--- src/rtl/fifo_ctrl_pkg.sv ---
// Shared types and defaults for the FIFO write-side controllers and the FIFO instance they feed.
package fifo_ctrl_pkg;

  typedef enum logic [0:0] {
    StIdle  = 1'b0,
    StBurst = 1'b1
  } state_e;

  localparam int unsigned DefDataWidth = 8;
  localparam int unsigned DefDepth     = 64;

  // Ceiling log2; clog2(1) is 0, so callers needing a 1-bit minimum must guard it.
  function automatic int unsigned clog2(input int unsigned value);
    int unsigned res;
    res = 0;
    while ((32'd1 << res) < value) begin
      res++;
    end
    return res;
  endfunction

endpackage

--- src/rtl/rr_picker.sv ---
// Combinational round-robin search: first set bit of req_i starting at ptr_i, wrapping modulo N.
module rr_picker import fifo_ctrl_pkg::*; #(
  parameter int unsigned N = 4
) (
  input  logic [N-1:0]          req_i,
  input  logic [clog2(N)-1:0]   ptr_i,
  output logic                  found_o,
  output logic [clog2(N)-1:0]   idx_o
);

  localparam int unsigned IdxW = clog2(N);

  always_comb begin
    logic [IdxW-1:0] cand;
    found_o = 1'b0;
    idx_o   = '0;
    cand    = '0;
    for (int unsigned k = 0; k < N; k++) begin
      cand = IdxW'((32'(ptr_i) + k) % N);
      if (!found_o && req_i[cand]) begin
        found_o = 1'b1;
        idx_o   = cand;
      end
    end
  end

endmodule

--- src/rtl/fifo_wr_arbiter.sv ---
// Round-robin, burst-limited arbiter sharing one FIFO write port among N_REQ producers, with
// local credit tracking so writes never land in a full FIFO.
module fifo_wr_arbiter import fifo_ctrl_pkg::*; #(
  parameter int unsigned N_REQ      = 4,
  parameter int unsigned DATA_WIDTH = DefDataWidth,
  parameter int unsigned DEPTH      = DefDepth,
  parameter int unsigned MAX_BURST  = 4
) (
  input  logic                          clk,
  input  logic                          rst,
  input  logic [N_REQ-1:0]              req_valid,
  input  logic [N_REQ*DATA_WIDTH-1:0]   req_data,
  output logic [N_REQ-1:0]              req_ready,
  output logic                          fifo_wr_en,
  output logic [DATA_WIDTH-1:0]         fifo_din,
  input  logic                          fifo_full,
  input  logic                          fifo_rd_done,
  output logic [clog2(N_REQ)-1:0]       grant_id,
  output logic                          busy,
  output logic [clog2(DEPTH+1)-1:0]     credits,
  output logic                          credit_err
);

  localparam int unsigned IdxW  = clog2(N_REQ);
  localparam int unsigned CredW = clog2(DEPTH + 1);
  localparam int unsigned BeatW = clog2(MAX_BURST + 1);
  localparam logic [CredW-1:0] CredMax  = CredW'(DEPTH);
  localparam logic [BeatW-1:0] BeatLast = BeatW'(MAX_BURST - 1);
  localparam logic [IdxW-1:0]  IdxLast  = IdxW'(N_REQ - 1);

  state_e                  state_q;
  logic [CredW-1:0]        credits_q, credits_d;
  logic                    err_q, err_d;
  logic [IdxW-1:0]         rr_ptr_q, grant_q;
  logic [BeatW-1:0]        beat_q;
  logic                    wr_en_q;
  logic [DATA_WIDTH-1:0]   din_q;

  logic [DATA_WIDTH-1:0]   req_word [N_REQ];
  logic                    can_write, hs, burst_end, pick_found;
  logic [IdxW-1:0]         pick_idx, rr_next;

  for (genvar g = 0; g < N_REQ; g++) begin : g_word
    assign req_word[g] = req_data[g*DATA_WIDTH +: DATA_WIDTH];
  end

  rr_picker #(
    .N (N_REQ)
  ) u_picker (
    .req_i   (req_valid),
    .ptr_i   (rr_ptr_q),
    .found_o (pick_found),
    .idx_o   (pick_idx)
  );

  assign can_write = (credits_q != '0) && !fifo_full;
  assign hs        = (state_q == StBurst) && can_write && req_valid[grant_q];
  assign burst_end = !can_write || !req_valid[grant_q] || (hs && (beat_q == BeatLast));
  assign rr_next   = (grant_q == IdxLast) ? '0 : grant_q + 1'b1;

  always_comb begin
    req_ready = '0;
    if (state_q == StBurst && can_write) begin
      req_ready[grant_q] = 1'b1;
    end
  end

  // A simultaneous write and return cancel out; a return at full credit is an accounting error.
  always_comb begin
    credits_d = credits_q;
    err_d     = err_q;
    if (hs && !fifo_rd_done) begin
      credits_d = credits_q - 1'b1;
    end else if (!hs && fifo_rd_done) begin
      if (credits_q == CredMax) begin
        err_d = 1'b1;
      end else begin
        credits_d = credits_q + 1'b1;
      end
    end
  end

  always_ff @(posedge clk) begin
    if (rst) begin
      state_q   <= StIdle;
      credits_q <= CredMax;
      err_q     <= 1'b0;
      rr_ptr_q  <= '0;
      grant_q   <= '0;
      beat_q    <= '0;
      wr_en_q   <= 1'b0;
      din_q     <= '0;
    end else begin
      credits_q <= credits_d;
      err_q     <= err_d;
      wr_en_q   <= hs;
      if (hs) begin
        din_q <= req_word[grant_q];
      end
      unique case (state_q)
        StIdle: begin
          if (pick_found && can_write) begin
            grant_q <= pick_idx;
            beat_q  <= '0;
            state_q <= StBurst;
          end
        end
        StBurst: begin
          if (hs) begin
            beat_q <= beat_q + 1'b1;
          end
          if (burst_end) begin
            state_q  <= StIdle;
            rr_ptr_q <= rr_next;
          end
        end
        default: state_q <= StIdle;
      endcase
    end
  end

  assign fifo_wr_en = wr_en_q;
  assign fifo_din   = din_q;
  assign grant_id   = grant_q;
  assign busy       = (state_q == StBurst);
  assign credits    = credits_q;
  assign credit_err = err_q;

endmodule

--- config.mk ---
export PLATFORM = sky130hd
export DESIGN_NAME = fifo_wr_arbiter
export DESIGN_NICKNAME = d
export VERILOG_FILES = /design/src/rtl/fifo_ctrl_pkg.sv /design/src/rtl/rr_picker.sv /design/src/rtl/fifo_wr_arbiter.sv
export SDC_FILE = /design/constraint.sdc
export NUM_CORES = 1
export LEC_CHECK = 0
export BUFFER_PORTS_ARGS = -buffer_cell sky130_fd_sc_hd__buf_4
export CAP_MARGIN = 20
export CORE_UTILIZATION = 35
export DETAILED_ROUTE_END_ITERATION = 16
export GPL_TIMING_DRIVEN = 0
export PLACE_DENSITY = 0.57
export SLEW_MARGIN = 20
export SYNTH_ARGS = -nofsm -noshare
export SYNTH_HDL_FRONTEND = slang
export SYNTH_SLANG_ARGS = --single-unit
--- constraint.sdc ---
create_clock -name clk -period 5.1 [get_ports clk]
set_clock_uncertainty 0.05 [all_clocks]
set_input_delay 0 -clock clk [delete_from_list [all_inputs] [get_ports clk]]
set_output_delay 0 -clock clk [all_outputs]
set_load 0.005 [all_outputs]
Word level (Yosys, flattened, before mapping). Index checks and enable logic that the tools add are counted.

Output and inout port bits: 24. Register bits: 25. Input port bits: 40. Logic and storage cells: 93.

$add $sub $neg: 7. Bitwise gates (word level): 3. Reductions and logical operators: 28. Equal/unequal tests: 6. Muxes and demuxes: 34. Order comparisons: 7.

Operators by type and width (number): two-way mux 7 bit (3); binary-select mux 8 bit (select 2 bit) (1); two-way mux 8 bit (2); less-than comparator 2 x 3 -> 1 bit (second input constant) (5); two-way mux 1 bit (12); logical AND 1 bit (11); binary-select mux 1 bit (select 2 bit) (5); two-way mux 2 bit (5); zero test 1 bit (8); AND reduction 2 bit (4); adder 7 x 1 -> 7 bit (second input constant) (1); == test 7 bit (second input constant) (1); nonzero test 7 bit (1); subtractor 7 x 1 -> 7 bit (second input constant) (1); two-way mux 3 bit (2); case mux 3 bit (2 select lines) (1); adder 2 x 1 -> 2 bit (second input constant) (2); adder 2 bit (second input constant) (2); two-way mux 4 bit (1); != test 2 bit (second input constant) (2); adder 3 x 1 -> 3 bit (second input constant) (1); == test 3 x 2 -> 1 bit (second input constant) (1); greater-or-equal comparator 3 bit (second input constant) (1); NOT 2 -> 3 bit (1); 9 further kinds (11).

Longest topological paths before layout.
Word-level depth: 15. Depth in mapped cells: 15. Gate-level depth less buffers: 12.

By module. A second synthesis with hierarchy kept.

Cell total of the unflattened synthesis: 199. Area, all modules: 1864.3 um^2.

Modules (own cells, without submodules): fifo_wr_arbiter (area each 1786.7 um^2, cells each 184, instances 1); rr_picker (area each 77.6 um^2, cells each 15, instances 1).

Worst setup path after synthesis. OpenSTA, ideal clock, no wires.

Path kind: register to register. Start: reg credits_q[1] (netlist: credits[1]). End: reg credits_q[6] (netlist: credits[6]). Setup slack: 1057 ps. Stages on the path, launching flop included: 16. Setup time: 122 ps. Arrival time: 3871 ps. Clock period less this slack: 4043 ps. Required time: 4928 ps. Cell sequence: dfxtp_1 buf_2 nor3_2 a311oi_1 nand2_1 inv_2 ha_1 clkbuf_1 clkbuf_1 xor2_1 ha_1 nor4_1 or4_4 and3_1 o31a_1 o311a_1.

Cells in the longest elaborated chain, start to end: 8. Elaborated cells between the ends (all ways): 16. Those cells by class: add/sub: 2; eq/ne: 2; mux: 3; reduce/logical: 9.

RTL lines: start, declared (line fifo_wr_arbiter.sv:32) `logic [CredW-1:0] credits_q, credits_d;`; start signal, assigned (line fifo_wr_arbiter.sv:86) `credits_q <= CredMax;`; start signal, assigned (line fifo_wr_arbiter.sv:94) `credits_q <= credits_d;`; nonzero test 7 bit (*) (line fifo_wr_arbiter.sv:56) `assign can_write = (credits_q != '0) && !fifo_full;`; logical AND 1 bit (*) (line fifo_wr_arbiter.sv:56); logical AND 1 bit (*) (2 in series) (line fifo_wr_arbiter.sv:57) `assign hs = (state_q == StBurst) && can_write && req_valid[grant_q];`; via hs (line fifo_wr_arbiter.sv:40) `logic can_write, hs, burst_end, pick_found;`; zero test 1 bit (line fifo_wr_arbiter.sv:74) `end else if (!hs && fifo_rd_done) begin`; logical AND 1 bit (line fifo_wr_arbiter.sv:74); nonzero test 2 bit (no line); AND reduction 2 bit (no line).

Mark *: on every way through the listed nets, which the timed path passes. The rest lies on a longest branch. The select of a mux whose other input is x is not followed. A chain may end at the register's enable or synchronous reset.

Worst setup path after layout.
Start: reg credits_q[3] (netlist: credits[3]). End: reg credits_q[6] (netlist: credits[6]).

Same word-level chain as after synthesis.

==> impl_metrics.env <==
export IMPL_outcome="completed"
export IMPL_ys_seq_area_share_pct=28.4
export IMPL_final_antenna_net_count=0
export IMPL_grt_pass1_wl_um=7870
export IMPL_critPathCaptureType="flip-flop"
export IMPL_setup_viol=0
export IMPL_ys_top_cells_by_count="dfxtp_1, nor2_1, a21oi_1"
export IMPL_first_global_vias=1714
export IMPL_powerDensity_nw_per_um2=179
export IMPL_syn_mean_instance_area_um2=9.02
export IMPL_dieHeight_um=72.9
export IMPL_area_growth_pct=34.1
export IMPL_max_freq_ghz=0.214
export IMPL_finalNonFillerCells=328
export IMPL_hold_viol=0
export IMPL_path_cells="nor3_2 -> a311oi_2 -> nand2_1 -> inv_2 -> ha_1 -> clkbuf_1 -> clkbuf_1 -> xor2_1 -> ha_1 -> nor4_1 -> or4_4 -> and3_1 -> o31a_1 -> o311a_1"
export IMPL_grt_usage_pct=18.9
export IMPL_dp_cells=324
export IMPL_vdd_ir_drop_max_v=0.000111
export IMPL_period_share_pct=91.7
export IMPL_routedWlPerCell_um=14.2
export IMPL_synth_edf_count=0
export IMPL_fin_ws_ns=0.423
export IMPL_postSynthCellCount=195
export IMPL_cts_root_buffer="clkbuf_8"
export IMPL_start_util_pct=36.8
export IMPL_rows=25
export IMPL_async_flop_share_pct=0
export IMPL_comb_power_share_pct=21.1
export IMPL_post_cts_buffers=0
export IMPL_place_ws_ns=0.257
export IMPL_slew_limit_headroom_pct=32.7
export IMPL_grt_start_max_net_pins=14
export IMPL_layout_drive_gt1_share_pct=34.1
export IMPL_synth_top_cell_by_area="dfxtp_1"
export IMPL_grt_antenna_before_repair=0
export IMPL_p_leak_uw=0.000987
export IMPL_internal_power_uw=308
export IMPL_fin_nets=312
export IMPL_p_seq_share_pct=49.1
export IMPL_yosysMostFrequentCell="dfxtp_1"
export IMPL_cts_reportedPaths_clkPinSlew_ns=0.10
export IMPL_syn_area_um2=1760
export IMPL_io_pins=64
export IMPL_slowest_stage="dfxtp_1"
export IMPL_synth_area_leaders="dfxtp_1, mux4_2, ha_1, mux2i_1, nor2_1"
export IMPL_crit_type="reg -> reg"
export IMPL_syn_nets=245
export IMPL_period_needed_ns=4.68
export IMPL_viasPerCell=5.34
export IMPL_via_count=1753
export IMPL_grt_overflow=0
export IMPL_route_detailed_drc=0
export IMPL_diodes=0
export IMPL_portBuffers=62
export IMPL_cts_buffer_depth=2
export IMPL_synth_seq_cells=25
export IMPL_first_pass_iters=4
export IMPL_switching_share_pct=27.0
export IMPL_dp_hpwl_um=3480
export IMPL_synthFlopType="dfxtp_1"
export IMPL_maxCapViolCount=0
export IMPL_start_kind="flip-flop"
export IMPL_worst_path_buf_inv=3
export IMPL_drtIter0Drc=70
export IMPL_dieArea_um2=5310
export IMPL_power_switching_uw=114
export IMPL_slowest_delay_ns=0.54
export IMPL_crit_family="simple AND/OR/NAND/NOR gates"
export IMPL_clockPowerShare_pct=29.8
export IMPL_synth_top_area_share_pct=28.4
export IMPL_tns_ns=0
export IMPL_min_path_type="in -> reg"
export IMPL_cp_required_ns=5.23
export IMPL_cts_tree="yes"
export IMPL_core_um2=4790
export IMPL_slew_viol_final=0
export IMPL_arrival_ns=4.80
export IMPL_wirelength_um=4650
export IMPL_numClockSinks=25
export IMPL_die_w_um=72.9
export IMPL_cts_buffers=3
export IMPL_clock_latency_ns=0.28
export IMPL_crit_fanout=11
export IMPL_tightest_slew_ns=1.00
export IMPL_rsz0062_at_grt="false"
export IMPL_htreeDepth=1
export IMPL_gp_congestion=0.845
export IMPL_ys_types=50
export IMPL_synth_warnings=0
## final timing paths
path | depth (start not counted) | slack [ns] | endpoint | from
worst min register to register | 1 | 0.44 | beat_q[0] | beat_q[0]
worst max register to register | 14 | 0.42 | credits[6] | credits[3]
worst min-delay path | 5 | 0.08 | grant_id[1] | req_valid[1]
worst max-delay path | 14 | 0.42 | credits[6] | credits[3]
## worst register-to-register path: stages, from the launching register on
cell and delay, ns:
dfxtp_1 0.54, nor3_2 0.14, a311oi_2 0.47, nand2_1 0.31
inv_2 0.31, ha_1 0.21, clkbuf_1 0.33, clkbuf_1 0.46
xor2_1 0.20, ha_1 0.20, nor4_1 0.06, or4_4 0.52
and3_1 0.22, o31a_1 0.29, o311a_1 0.28
## kinds of logic (layout without fill, tap and decap cells)
logic type	Yosys count	in the layout	synth area share [%]
AND/OR/NAND/NOR	73	73	23.8
AO/OA/AOI/OAI	39	39	14.9
flip-flops	25	25	28.4
buffers and inverters	24	90	6.05
multiplexers	19	19	17.2
adder cells (fa/ha/maj)	10	10	7.11
XOR/XNOR	5	5	2.49
## layout make-up
class	count	area [um^2]
fillers	510	2430
multi-input cells	146	1160
flip-flops and latches	25	500
repair buffers	62	465
well taps	67	83.8
plain buffers	14	68.8
clock buffers	4	45.0
inverters	10	37.5
## routing by layer
metal	GRT usage [%]	share of wire (%)
met4	5.01	1.1
met1	25.4	47
met5	0	0
met2	31.0	46
met3	3.45	6.3
## metrics by stage
stage,total power (uW),util [%],cell area (um^2),hold WS (ns)
2_1_floorplan,257,-,1760,0.156
3_3_place_gp,300,48.2,2310,0.340
3_5_place_dp,301,48.2,2310,0.337
4_1_cts,424,49.2,2350,0.0839
5_1_grt,440,49.3,2360,0.126
6_report,422,49.3,2360,0.0791
## state kept, by name (all words and copies together) (netlist names)
register    count
credit_err      1
fifo_din        8
beat_q          3
credits         7
fifo_wr_en      1
grant_id        2
rr_ptr_q        2
busy            1
## power groups by stage
stage	logic (uW)	registers [uW]	clock network, uW
finish	89.1	207	126
global route	98.5	209	133
CTS	89.3	207	127
detailed placement	89.3	212	0
floorplan	46.4	211	0
global placement	88.4	212	0
## timing repair
action	in CTS	in global routing
hold buffers	0	0
gates resized for setup	0	1
setup endpoints to repair	0	2
## layout by cell type, fill, tap and decap left out, types with 2 or more instances in the layout
master and count:
inv_1 9, or3_1 4, o22ai_1 2, nor2_1 22
xor2_1 2, nor3_2 2, and2_1 5, o31ai_1 3
nor3b_1 4, nand3b_1 2, mux4_2 9, a21oi_1 12
nor4_1 3, a211oi_1 2, nor4b_1 2, and3b_1 2
ha_1 10, dfxtp_1 25, nand4b_1 3, buf_1 2
clkbuf_1 7, buf_2 4, a311oi_1 2, xnor2_1 3
clkbuf_8 3, a31o_2 2, nand2b_1 4, buf_4 63
nand3_1 3, o21ai_0 4, nand2_1 10, a31oi_1 2
mux2i_1 10
Power figures use the tool's default switching activity.
